$ cat src/rtl/psk_symbol_modulator.sv
// M-ary PSK modulator: a phase-continuous NCO carrier rotated by a per-symbol phase
// offset, with a one-entry symbol holding register and I/Q outputs from a full-wave sine ROM.
module psk_symbol_modulator #(
  parameter int SYM_BITS   = 3,
  parameter int ACC_W      = 16,
  parameter int LUT_ADDR_W = 8,
  parameter int OUT_W      = 8,
  parameter int SPS        = 64,
  parameter int GRAY_EN    = 1
) (
  input  logic                    clk,
  input  logic                    rst,
  input  logic [ACC_W-1:0]        ftw,
  input  logic [SYM_BITS-1:0]     sym_data,
  input  logic                    sym_valid,
  output logic                    sym_ready,
  output logic signed [OUT_W-1:0] wave_i,
  output logic signed [OUT_W-1:0] wave_q,
  output logic                    sym_start,
  output logic                    busy,
  output logic                    underrun
);

  // Handshake: a symbol is transferred on every rising edge where sym_valid and
  // sym_ready are both 1; sym_ready depends only on internal state, never on sym_valid.

  localparam int LUT_DEPTH = 1 << LUT_ADDR_W;
  localparam int CNT_W     = (SPS > 1) ? $clog2(SPS) : 1;
  localparam logic [CNT_W-1:0] CNT_LAST = CNT_W'(SPS - 1);
  localparam logic [ACC_W-1:0] QUARTER  = {2'b01, {(ACC_W-2){1'b0}}};

  typedef enum logic {IDLE = 1'b0, RUN = 1'b1} state_t;

  // Elaboration-time sine: fold into the first quadrant so the zero crossings and peaks are exact.
  function automatic int sin_entry(input int k);
    int  kk;
    int  amp;
    bit  neg;
    real x;
    real term;
    real sum;
    kk  = k % LUT_DEPTH;
    amp = (1 << (OUT_W - 1)) - 1;
    neg = 1'b0;
    if (kk >= LUT_DEPTH / 2) begin
      neg = 1'b1;
      kk  = kk - LUT_DEPTH / 2;
    end
    if (kk > LUT_DEPTH / 4) kk = LUT_DEPTH / 2 - kk;
    x    = 2.0 * 3.14159265358979323846 * real'(kk) / real'(LUT_DEPTH);
    term = x;
    sum  = x;
    for (int j = 1; j < 12; j++) begin
      term = -term * x * x / real'((2 * j) * (2 * j + 1));
      sum  = sum + term;
    end
    kk = int'(real'(amp) * sum);
    return neg ? -kk : kk;
  endfunction

  function automatic logic [SYM_BITS-1:0] map_sym(input logic [SYM_BITS-1:0] s);
    return (GRAY_EN != 0) ? (s ^ (s >> 1)) : s;
  endfunction

  logic signed [OUT_W-1:0] w_lut [LUT_DEPTH];

  for (genvar k = 0; k < LUT_DEPTH; k++) begin : g_lut
    assign w_lut[k] = OUT_W'(sin_entry(k));
  end

  state_t                  r_state;
  state_t                  w_state_nxt;
  logic                    r_hold_full;
  logic [SYM_BITS-1:0]     r_hold_sym;
  logic [SYM_BITS-1:0]     r_active;
  logic [CNT_W-1:0]        r_cnt;
  logic [ACC_W-1:0]        r_acc;
  logic [LUT_ADDR_W-1:0]   r_addr_q;
  logic [LUT_ADDR_W-1:0]   r_addr_i;
  logic                    r_s1_valid;
  logic signed [OUT_W-1:0] r_wave_i;
  logic signed [OUT_W-1:0] r_wave_q;
  logic                    r_sym_start;
  logic                    r_underrun;

  logic                    w_take;
  logic                    w_pop;
  logic                    w_underrun_set;
  logic                    w_cnt_last;
  logic                    w_run;
  logic [ACC_W-1:0]        w_offset;
  logic [ACC_W-1:0]        w_sum_q;
  logic [ACC_W-1:0]        w_sum_i;

  assign w_take     = sym_valid && !r_hold_full;
  assign w_cnt_last = (r_cnt == CNT_LAST);
  assign w_run      = (r_state == RUN);
  assign w_offset   = ACC_W'(r_active) << (ACC_W - SYM_BITS);
  assign w_sum_q    = r_acc + w_offset;
  assign w_sum_i    = w_sum_q + QUARTER;

  always_ff @(posedge clk) begin
    if (rst) r_state <= IDLE;
    else     r_state <= w_state_nxt;
  end

  always_comb begin
    w_state_nxt    = r_state;
    w_pop          = 1'b0;
    w_underrun_set = 1'b0;
    case (r_state)
      IDLE: begin
        if (r_hold_full) begin
          w_pop       = 1'b1;
          w_state_nxt = RUN;
        end
      end
      RUN: begin
        if (w_cnt_last) begin
          if (r_hold_full) begin
            w_pop = 1'b1;
          end else begin
            w_underrun_set = 1'b1;
            w_state_nxt    = IDLE;
          end
        end
      end
      default: w_state_nxt = IDLE;
    endcase
  end

  always_ff @(posedge clk) begin
    if (rst) begin
      r_hold_full <= 1'b0;
      r_hold_sym  <= '0;
      r_active    <= '0;
      r_cnt       <= '0;
      r_acc       <= '0;
      r_addr_q    <= '0;
      r_addr_i    <= '0;
      r_s1_valid  <= 1'b0;
      r_wave_i    <= '0;
      r_wave_q    <= '0;
      r_sym_start <= 1'b0;
      r_underrun  <= 1'b0;
    end else begin
      if (w_take) begin
        r_hold_full <= 1'b1;
        r_hold_sym  <= sym_data;
      end else if (w_pop) begin
        r_hold_full <= 1'b0;
      end

      if (w_pop)               r_active <= map_sym(r_hold_sym);
      else if (w_underrun_set) r_active <= '0;

      r_cnt <= (w_run && !w_cnt_last) ? r_cnt + CNT_W'(1) : '0;
      // The carrier phase runs on across symbol boundaries and only restarts from IDLE.
      r_acc <= (w_run && !w_underrun_set) ? r_acc + ftw : '0;

      r_addr_q   <= w_run ? w_sum_q[ACC_W-1 -: LUT_ADDR_W] : '0;
      r_addr_i   <= w_run ? w_sum_i[ACC_W-1 -: LUT_ADDR_W] : '0;
      r_s1_valid <= w_run;
      r_wave_q   <= r_s1_valid ? w_lut[r_addr_q] : '0;
      r_wave_i   <= r_s1_valid ? w_lut[r_addr_i] : '0;

      r_sym_start <= w_pop;
      r_underrun  <= r_underrun || w_underrun_set;
    end
  end

  assign sym_ready = !r_hold_full;
  assign busy      = w_run;
  assign sym_start = r_sym_start;
  assign underrun  = r_underrun;
  assign wave_i    = r_wave_i;
  assign wave_q    = r_wave_q;

endmodule

$ cat config.mk
export PLATFORM = sky130hd
export DESIGN_NAME = psk_symbol_modulator
export DESIGN_NICKNAME = d
export VERILOG_FILES = /design/src/rtl/psk_symbol_modulator.sv
export SDC_FILE = /design/constraint.sdc
export NUM_CORES = 1
export LEC_CHECK = 0
export CAP_MARGIN = 20
export CORE_MARGIN = 5
export CORE_UTILIZATION = 45
export CTS_CLUSTER_SIZE = 12
export DETAILED_ROUTE_END_ITERATION = 7
export PLACE_DENSITY = 0.69
export SYNTH_ARGS = -nofsm -noshare
export SYNTH_HDL_FRONTEND = slang
export SYNTH_SLANG_ARGS = --single-unit
$ cat constraint.sdc
create_clock -name clk -period 3.84 [get_ports clk]
set_input_delay 0.768 -clock clk [delete_from_list [all_inputs] [get_ports clk]]
set_output_delay 0.768 -clock clk [all_outputs]
set_load 0.01 [all_outputs]
==> results.ini, run 1 <==
[yosys]
synth_cell_types=63
synthCells=609
netlist_area_um2=4790
ys_seq_elements=59
yosysMostFrequentCell=nor2_1
synth-simple-area-share=0.211
synth-compound-area-share=0.263
synthXorXnorAreaFrac=0.0420
synth-edff-count=0
synth_top_area_cell=dfxtp_1
ys_seq_area_frac=0.246
synth.avg_cell_area_um2=7.87
yosysWarnings=0
synth_top_family_by_area=compound AO/OA/AOI/OAI gates
synth_nets=664
synth_area_leaders=dfxtp_1 25%, ha_1 8.1%, nor2_1 5.6%
synth-async-reset-ratio=0
synthAdderAreaFrac=0.0893
synthDominantCellAreaShare=0.246
synthFlopType=dfxtp_1
synth_mux_area_frac=0.0872
synthTopCellsByCount=71 x nor2_1, 59 x dfxtp_1, 38 x a21oi_1

[clocking]
post_cts_buffers=0
clk_latency_ns=0.35
htree_levels=3
hold_buffers=0
cts_sinks=59
root_buffer=clkbuf_8
clkTransAtPathRegs_ns=0.07
clock_path_buffers=2
cts_resized=0
cts_made_buffers=9
cts_tree=built

[placed_design]
port_buffers=41
postPlaceCellArea_um2=5300
dpl.hpwl_um=9950
place.gp.congestion=0.910
place_ws_ns=0.863

[power]
switching_share=0.277
power.net_switching_w=0.000393
p_per_area_nw_per_um2=258
clock_power_share=0.404
p_comb_frac=0.141
power_w=0.00142
vdd_ir_drop_max_uv=253
sequentialPowerShare=0.455
leakage_nw=2.11
intPower_w=0.00103

[grt]
grt_antenna_before_repair=0
grt_max_degree=45
grtUsageTotal=0.218
grt_pass1_wl_um=22900
grt_pass1_vias=4650
grt-ovfl-total=0

[cells_and_area]
area.growth.synth_to_final_pct=14.7
diodes=0
fin_util=0.530
drive_gt1_frac=0.0833
final_area_um2=5500
final_nets=686

[die]
fp.coreArea_um2=10400
fp.dieArea_um2=12800
io_pins=42
rows=37
die_h_um=113
chipWidth_um=113
start_util=0.462

[timing]
timing.final.ws_setup_ns=0.945
finalCritPeriodShare=0.754
report.final.slew_viol_count=0
finalCriticalPeriod_ns=2.89
tightest_slew_ns=0.909
finClkSkew_ns=0.0158
max_freq_mhz=345
rsz0062_at_grt=no
slew_headroom=0.393
hold_violations=0
setup_tns_ns=0
setup_viol=0

[run_status]
status=completed

[setup_path]
r2r_slack_ns=0.95
cp_cell_sequence=buf_12 -> nand2b_1 -> a21boi_0 -> o31ai_1 -> o31ai_1 -> a2111oi_0 -> a221o_1
cp-end-kind=flip-flop
critPathBufInv=1
crit_path_end=wave_i[2]
critPathRequiredTime_ns=4.13
arrival_ns=3.18
rr_worst_depth=7
crit_start=r_addr_q[3]
worst_setup_path_start_kind=flip-flop
crit_slowest_cell=dfxtp_2
worstPathMaxFanout=42
r2r_start=r_addr_q[3]
cp.depth=7
cp_slowest_stage_delay_ns=0.84
cp_common_cell=o31ai_1
critical_path.top_delay_family=compound AO/OA/AOI/OAI gates
r2r-end=wave_i[2]
timing_worst_setup_path_type=flip-flop to flip-flop

[drt]
routedWlPerCell_um=17.6
vias=4715
firstDrtPassIters=5
drt-initial-drc-count=424
routed_wl_um=13600
drc_errors=0
ant_nets=0
via_per_inst=6.11

[run]
maxCapViolCount=0

[min_path]
min_path_type=flip-flop to flip-flop

==> cells in the final DEF (no fill, tap or decap), types with 3 or more instances in the layout <==
cell type         n
nor3_1           17
xor2_1           12
a211o_1           4
mux4_2            8
a31oi_1          14
mux2i_1          17
clkdlybuf4s50_1  41
o31ai_1           5
xnor2_1          11
nor2_1           71
a22oi_1           5
a221oi_1          6
and3_1            6
o22ai_1           6
inv_1            16
and2_1           13
a21o_1           14
a22o_1            4
a21oi_1          38
clkinv_1          4
mux2_2            6
nand2b_1         16
o21ai_0          35
o221ai_1          3
o2bb2ai_1         3
ha_1             31
nand2_1          34
buf_4            15
dfxtp_1          57
nor3b_1           6
nand4_1           4
clkbuf_8          9
a211oi_1         21
nor2b_1          16
a21boi_0          3
o211ai_1          8
nand3_1          15
==> worst reg2reg max path, stage by stage, from the launching register on <==
cell and delay, ns:
dfxtp_2 0.84, buf_12 0.28, nand2b_1 0.32, a21boi_0 0.16, o31ai_1 0.36, o31ai_1 0.21, a2111oi_0 0.49, a221o_1 0.18
==> through the flow <==
step,instances,hold WS (ns)
floorplan,609,0.418
global placement,756,0.438
detailed placement,756,0.442
CTS,772,0.453
global route,772,0.476
finish,772,0.451
==> registers in the layout, summed over array words and instances, names as in the netlist, 2 cells and up <==
| signal | flops |
|---|---|
| wave_q | 8 |
| r_hold_sym | 3 |
| r_addr_q | 8 |
| r_active | 3 |
| r_cnt | 6 |
| r_acc | 16 |
| wave_i | 8 |
| r_addr_i | 2 |
==> worst min-delay path by stage <==
stage	from	depth (start not counted)	slack, ns	endpoint
after floorplan	r_cnt[0]	1	0.42	r_cnt[0]
after global placement	r_cnt[0]	1	0.44	r_cnt[0]
after detailed placement	r_cnt[0]	1	0.44	r_cnt[0]
after CTS	r_cnt[0]	1	0.45	r_cnt[0]
after global routing	r_cnt[0]	1	0.48	r_cnt[0]
final	r_cnt[0]	1	0.45	r_cnt[0]
==> cells by family after synthesis <==
family,after synthesis
AO/OA/AOI/OAI,188
XOR/XNOR,23
adder cells (fa/ha/maj),33
buffers and inverters,67
flip-flops,59
multiplexers,31
AND/OR/NAND/NOR,208
==> power by group through the flow <==
stage                     clock network, W  registers, W  logic (W)
after global placement                   0      0.000658   0.000194
after CTS                         0.000588      0.000645   0.000199
after detailed placement                 0      0.000659   0.000198
after global routing              0.000616      0.000647   0.000222
final                             0.000573      0.000645   0.000200
after floorplan                          0      0.000652   0.000138
==> area by class of cell <==
| class | instances | area (µm²) |
|---|---|---|
| fillers | 1004 | 4870 |
| well taps | 136 | 170 |
| inverters | 21 | 78.8 |
| repair buffers | 57 | 543 |
| flip-flops and latches | 59 | 1180 |
| clock inverters | 7 | 76.3 |
| multi-input cells | 483 | 3320 |
| clock buffers | 9 | 124 |
==> per-layer routing <==
| metal | up-vias | track usage | wire length (µm) |
|---|---|---|---|
| li1 | 2278 | - | - |
| met1 | 2189 | 0.265 | 5610 |
| met2 | 212 | 0.377 | 6650 |
| met3 | 36 | 0.0358 | 835 |
| met4 | 0 | 0.0986 | 524 |
| met5 | - | 0 | 0 |
No activity file was read; power rests on OpenSTA's default activity.
==> run 2: changes to the inputs <==
PLACE_DENSITY = 0.71   (was 0.69)
clock period = 2.4 ns   (was 3.84 ns; I/O delays follow)
==> run 2 against run 1 <==
Worst setup slack worse by 0.91 ns. Global-route usage up 1.3 points. Clock power up 58%. Routed wire length up 6.6%. Cell count up 7.6%. Via count up 6.1%. Die area unchanged. Worst hold slack worse by 0.0023 ns. Clock skew down 0.0023 ns. Final area up 9.9%. Critical endpoint unchanged.
==> results.ini, run 2 (same netlist as run 1, synthesis figures left out) <==
[clocking]
clock_path_buffers=2
root_buffer=clkbuf_8
clkTransAtPathRegs_ns=0.07
hold_buffers=0
cts_sinks=59
htree_levels=3
clk_latency_ns=0.33
cts_tree=built
cts_made_buffers=9

[grt]
globalRouteMet1Util=0.272
grt.met2_usage=0.406
grt_antenna_before_repair=0
grt_max_degree=49
grtUsageMet3=0.0428
grt-busiest-layer=met2
grt_pass1_wl_um=24500
grt-ovfl-total=0
grt_pass1_vias=5052
grtUsageTotal=0.231

[die]
fp.coreArea_um2=10400
io_pins=42
die_h_um=113
fp.dieArea_um2=12800
rows=37
chipWidth_um=113
start_util=0.462

[timing]
tightest_slew_ns=0.492
report.final.slew_viol_count=0
slew_headroom=0.670
max_freq_mhz=422
finClkSkew_ns=0.0134
finalCritPeriodShare=0.987
setup_viol=0
hold_violations=0
rsz0062_at_grt=yes
timing.final.ws_setup_ns=0.0322
finalCriticalPeriod_ns=2.37
holdWs_ns=0.449

[cells_and_area]
area.growth.synth_to_final_pct=26.1
largest_reg_flops=16
diodes=0
final_cell_mix=72 x buf_4, 70 x nor2_1, 55 x dfxtp_1, 41 x clkdlybuf4s50_1, 36 x a21oi_1
drive_gt1_frac=0.188
final_nets=745
n_fill_cell=938
layout_commonest_cell=buf_4
regMostFlops=r_acc
fin_util=0.583

[setup_path]
critPathRequiredTime_ns=2.62
r2r_slack_ns=0.03
timing_worst_setup_path_type=flip-flop to flip-flop
cp-end-kind=flip-flop
arrival_ns=2.59
worstPathMaxFanout=6
worst_setup_path_start_kind=flip-flop

[drt]
firstDrtPassIters=5
ant_nets=0
via_per_inst=6.02
routedWlPerCell_um=17.5
routed_wl_um=14500
drc_errors=0
vias=5003
drt-initial-drc-count=499

[power]
sequentialPowerShare=0.445
intPower_w=0.00170
p_comb_frac=0.161
leakage_nw=2.42
vdd_ir_drop_max_uv=352
switching_share=0.265
p_per_area_nw_per_um2=382
power.net_switching_w=0.000612
clock_power_share=0.393

[min_path]
min_path_type=flip-flop to flip-flop

[run_status]
status=completed

[placed_design]
dpl.hpwl_um=10800
place_ws_ns=-0.280
place.gp.congestion=0.993
port_buffers=41

[run]
maxCapViolCount=0

[run 2: path summary, 6_finish.rpt]
path                from         to  cells after the start
max          r_addr_q[1]  wave_i[2]                      8
min             r_cnt[0]   r_cnt[0]                      1
max reg2reg  r_addr_q[1]  wave_i[2]                      8
min reg2reg     r_cnt[0]   r_cnt[0]                      1
[run 2: final cells by class]
cell class | instances | area [µm²] | share of cell area
multi-input cells | 483 | 3390 | 0.562
clock buffers | 10 | 138 | 0.0228
inverters | 21 | 90.1 | 0.0149
clock inverters | 6 | 63.8 | 0.0106
well taps | 136 | 170 | 0.0282
flip-flops and latches | 59 | 1190 | 0.197
repair buffers | 116 | 996 | 0.165
[run 2: power groups by stage]
stage               clock (W)  sequential [W]  combinational [W]
floorplan                   0         0.00104           0.000222
global placement            0         0.00105           0.000350
detailed placement          0         0.00105           0.000359
CTS                  0.000935         0.00103           0.000363
global route         0.000980         0.00103           0.000412
finish               0.000908         0.00103           0.000373
[run 2: per-stage QoR]
stage	TNS, ns	cell area, µm²	instances	total power (W)
floorplan	-0.0177	4830	609	0.00126
global placement	-1.55	5740	810	0.00140
detailed placement	-2.06	5740	810	0.00141
CTS	0	5950	826	0.00233
global route	-0.173	6040	831	0.00242
finish	0	6040	831	0.00231
[run 2: worst max-delay path, cell delays in order (launching register included)]
cell and delay, ns:
dfxtp_4 0.39, clkinvlp_4 0.15, ha_4 0.27, nor2_4 0.13
a21oi_1 0.05, mux4_2 0.51, a21o_1 0.20, mux2_2 0.26
a221o_1 0.30
[run 2: per-layer routing]
layer / vias to the layer above / share of wire
met3: 37 / 0.052
met5: - / 0
met4: 0 / 0.034
met2: 173 / 0.51
met1: 2379 / 0.40
li1: 2414 / -
[run 2: what timing repair did]
| action | CTS | global route |
|---|---|---|
| endpoints found under the setup margin | 3 | 9 |
| pin swaps | 1 | 3 |
| buffers inserted | 0 | 4 |
| resized for setup | 3 | 15 |
| cloned | 0 | 0 |
==> RTL edit 1, RTL diff (flow settings as in run 1) <==
Make the reset (`rst`) asynchronous in 2 clocked blocks.
--- a/src/rtl/psk_symbol_modulator.sv
+++ b/src/rtl/psk_symbol_modulator.sv
@@ -99,7 +99,7 @@
   assign w_sum_q    = r_acc + w_offset;
   assign w_sum_i    = w_sum_q + QUARTER;
 
-  always_ff @(posedge clk) begin
+  always_ff @(posedge clk or posedge rst) begin
     if (rst) r_state <= IDLE;
     else     r_state <= w_state_nxt;
   end
@@ -129,7 +129,7 @@
     endcase
   end
 
-  always_ff @(posedge clk) begin
+  always_ff @(posedge clk or posedge rst) begin
     if (rst) begin
       r_hold_full <= 1'b0;
       r_hold_sym  <= '0;
Check against the original RTL: differs if rst is asserted again (counterexample within 4 cycles, from zero or initial values and one cycle with rst high); with rst held inactive, the same outputs for 4 cycles.
==> RTL edit 1 against run 1 <==
  * Final cell count shrank 1.0%
  * Sequential cell count did not move
  * Largest cell class unchanged
  * Hold slack gained 5.6 ps
  * Area after synthesis rose by 8.4%
  * Setup slack got worse by 64 ps
  * Clock skew decreased by 9.4 ps
  * Cell area up 6.2%
  * Routed wire length is 1.4% higher
  * Sequential share of layout area up 3.8 points
  * Critical endpoint is now r_acc[14]$_DFF_PP0_
Power is left out: it rests on default switching activity, and per cell area and clock period it moved more than threefold.
==> RTL edit 1: results (changes against run 1) <==
[outcome]
status = completed  ; unchanged

[layout]
final_cells = 764  ; was 772
nets = 671  ; was 686
layout-drive-gt1-share_pct = 8.535  ; was 8.333%

[timing]
finClkSkew_ps = 6.357  ; was 15.77 ps
slew_headroom_pct = 32.89  ; was 39.33%

[drt]
drtIter0Drc = 536  ; was 424
wl_per_cell_microns = 18.08  ; was 17.64 microns

[logic_synthesis]
async_flop_share_pct = 100.0  ; was 0%
yosysSeqAreaShare_pct = 28.41  ; was 24.65%
synth_area_leaders = dfrtp_1, ha_1, mux4_2  ; was dfxtp_1, ha_1, nor2_1
synth_area_per_cell_sq_um = 8.646  ; was 7.869 sq um
ys_top_cells_by_count = dfrtp_1, nor2_1, nand2_1, a21oi_1  ; was nor2_1, dfxtp_1, a21oi_1, o21ai_0, nand2_1
yosys.cell_types.count = 72  ; was 63
syn_nets = 654  ; was 664

[hold_path]
holdCritStartpoint = r_cnt[0]$_DFF_PP0_  ; was r_cnt[0]$_SDFF_PP0_
holdPathEnd = r_cnt[0]$_DFF_PP0_  ; was r_cnt[0]$_SDFF_PP0_

[setup_path]
r2r-start = r_addr_i[2]$_DFF_PP0_  ; was r_addr_q[3]$_SDFF_PP0_
ff2ff_path_depth = 8  ; was 7
critPathArrivalTime_ps = 3190  ; was 3180 ps
r2r-end = wave_q[2]$_DFF_PP0_  ; was wave_i[2]$_SDFF_PP0_
crit_path_max_fanout = 5  ; was 42

[floorplan]
initial_utilization_pct = 45.70  ; was 46.21%

[global_route]
grt_pass1_wl_mm = 23.61  ; was 22.94 mm
grt_max_degree = 48  ; was 45
track_usage_pct = 20.02  ; was 21.80%

[clocking]
clk_latency_ps = 320  ; was 350 ps
path_clk_slew_ps = 50  ; was 70 ps
cts_root_buf = clkbuf_16  ; was clkbuf_8

[placement]
gp_congestion = 0.9532  ; was 0.9096
dpl.hpwl_mm = 9.809  ; was 9.948 mm
place_inst = 750  ; was 756

-- RTL edit 1: per-layer routing --
layer,track usage [%],vias up,wire length (microns)
met3,4.565,49,971
met4,10.68,0,560
met1,26.39,2292,5797
li1,-,2245,-
met2,30.52,244,6480
met5,0,-,0
-- RTL edit 1: kinds of logic after synthesis --
family | count (synthesis) | share of synthesized area [%]
xor gates and xnor gates | 18 | 3.034
buffers and inverters | 67 | 7.368
muxes | 34 | 8.837
DFF | 59 | 28.41
AOI/OAI and AO/OA | 183 | 24.27
adders and majority gates | 31 | 7.754
and+or+nand+nor | 209 | 20.32
-- RTL edit 1: metrics by stage --
stage / hold slack [ps] / setup WS [ps]
after floorplan: 433.1 / 1199
after global placement: 449.5 / 595.6
after detailed placement: 455.0 / 550.2
after CTS: 467.5 / 896.0
after global routing: 492.9 / 784.9
final: 456.6 / 881.8
-- RTL edit 1: area by class of cell --
type	instances	area, sq um
multi-input cells	475	3337
clock buffers	11	252.7
flip-flops and latches	59	1479
inverters	21	78.83
repair buffers	52	493.0
fillers	1048	5535
well taps	143	178.9
clock inverters	3	15.01
-- RTL edit 1: how the worst max path moves through the flow --
stage,startpoint,end,slack (ps)
6_report,ftw[0],r_acc[14]$_DFF_PP0_,880
4_1_cts,ftw[0],r_acc[14]$_DFF_PP0_,900
5_1_grt,r_addr_i[2]$_DFF_PP0_,wave_q[2]$_DFF_PP0_,780
3_5_place_dp,ftw[0],r_acc[14]$_DFF_PP0_,550
2_1_floorplan,r_addr_i[0]$_DFF_PP0_,wave_i[1]$_DFF_PP0_,1200
3_3_place_gp,ftw[0],r_acc[14]$_DFF_PP0_,600
-- RTL edit 1: critical path: stages --
cell and delay (ps):
clkdlybuf4s50_1 460, ha_1 170, inv_1 60, fa_1 380, nor2b_1 180, o31a_1 200
o31ai_1 150, or4_1 560, nand3_1 100, nor3b_1 170
==> RTL edit 2, RTL diff (settings of run 1) <==
Without the edit above. The parameter `SYM_BITS` goes from 3 to 6.
--- a/src/rtl/psk_symbol_modulator.sv
+++ b/src/rtl/psk_symbol_modulator.sv
@@ -1,7 +1,7 @@
 // M-ary PSK modulator: a phase-continuous NCO carrier rotated by a per-symbol phase
 // offset, with a one-entry symbol holding register and I/Q outputs from a full-wave sine ROM.
 module psk_symbol_modulator #(
-  parameter int SYM_BITS   = 3,
+  parameter int SYM_BITS   = 6,
   parameter int ACC_W      = 16,
   parameter int LUT_ADDR_W = 8,
   parameter int OUT_W      = 8,
Ports: changed (resized sym_data); port bits go from 42 to 45. No check against the original RTL was run, so the function may have changed too.
==> RTL edit 2 against run 1 <==
  * Clock skew fell by 5.5 ps
  * Fmax fell by 0.22%
  * Core utilization fell by 0.58 points
  * Cell area rose by 8.9%
  * Setup slack got worse by 6.4 ps
  * Largest cell class unchanged
  * Area after synthesis rose by 9.1%
  * Routed wire length rose by 2.1%
  * Sequential share of layout area rose by 0.25 points
  * Sequential cell count rose by 6
  * Combinational power rose by 36%
  * Hold slack improved by 4.0 ps
  * Global-route usage fell by 2.1 points
  * Power rose by 33%
  * Die area rose by 8.3%
==> RTL edit 2: results (changes against run 1) <==
[layout]
layout-drive-gt1-share_pct = 8.041  ; was 8.333%
final_cells = 827  ; was 772
nets = 741  ; was 686

[placement]
gp_congestion = 0.9758  ; was 0.9096
place_inst = 811  ; was 756

[logic_synthesis]
syn_nets = 724  ; was 664
yosysSeqAreaShare_pct = 24.88  ; was 24.65%
synth_area_per_cell_sq_um = 7.900  ; was 7.869 sq um
synthAdderAreaFrac_pct = 9.139  ; was 8.930%
synth_xor_area_share_pct = 4.187  ; was 4.204%
muxShareOfSynthArea_pct = 5.598  ; was 8.721%
synth_area_leaders = dfxtp_1, ha_1, nor2_1  ; unchanged
ys_top_cells_by_count = nor2_1, dfxtp_1, nand2_1, o21ai_0, a21oi_1  ; was nor2_1, dfxtp_1, a21oi_1, o21ai_0, nand2_1
yosys.cell_types.count = 72  ; was 63

[global_route]
use_met3_pct = 3.796  ; was 3.583%
grt_max_degree = 59  ; was 45
track_usage_pct = 19.65  ; was 21.80%
grt_util_met1_pct = 24.12  ; was 26.46%
use_met2_pct = 33.03  ; was 37.72%

[pwr]
p_per_area_nw_per_um2 = 315.0  ; was 258.1 nW/um^2
peakVddDrop_mv = 0.4008  ; was 0.2527 mV
seq_cell_power_w = 0.000727  ; was 0.000645 W
power_switching_w = 0.0004851  ; was 0.0003926 W

[setup_path]
setup.worst_path.start = ftw[0]  ; was r_addr_q[3]$_SDFF_PP0_
crit_end = r_acc[14]$_SDFF_PP0_  ; was wave_i[2]$_SDFF_PP0_
r2r_slack_ps = 1240  ; was 950 ps

[timing]
whs_ps = 455.0  ; was 451.0 ps

[outcome]
status = completed  ; unchanged

[clocking]
cts_root_buf = clkbuf_16  ; was clkbuf_8

[RTL edit 2: cell types whose count changed in the layout (fill, tap and decap cells not counted), moves of 7 or more]
cell       delta
clkbuf_16     +9
a32o_1        +7
o21ai_0      +10
o21a_1        +7
clkbuf_8      -9
nand2_1      +16
[RTL edit 2: routing by layer]
layer	vias up	part of all wire [%]
li1	2449	-
met1	2324	42
met4	0	3.5
met3	33	6.9
met5	-	0
met2	204	48
[RTL edit 2: kinds of logic (layout without fill, tap and decap cells)]
family | Yosys count | in the layout
AO/OA/AOI/OAI | 204 | 204
flip-flops | 65 | 65
adder cells (fa/ha/maj) | 37 | 37
XOR/XNOR | 25 | 25
AND/OR/NAND/NOR | 237 | 237
buffers and inverters | 70 | 92
multiplexers | 24 | 24
[RTL edit 2: final cells by class]
class / count / area [sq um] / share of cell area [%]
Clock buffer: 9 / 225.2 / 3.763
Clock inverter: 7 / 102.6 / 1.714
Inverter: 17 / 63.81 / 1.066
Multi-Input combinational cell: 527 / 3557 / 59.44
Sequential cell: 65 / 1304 / 21.79
Tap cell: 143 / 178.9 / 2.990
Timing Repair Buffer: 59 / 553.0 / 9.241
[RTL edit 2: stage by stage]
step | utilization (%) | worst slack [ps]
floorplan | - | 1129
global placement | 49.54 | 613.5
detailed placement | 49.54 | 569.8
CTS | 52.41 | 929.9
global route | 52.41 | 780.8
finish | 52.41 | 938.9
[RTL edit 2: critical path, delay by kind of cell]
family	cells	cell delay, ps
compound gates	2	460
fa+ha+maj	2	650
buf+inv	1	410
simple gates	4	830
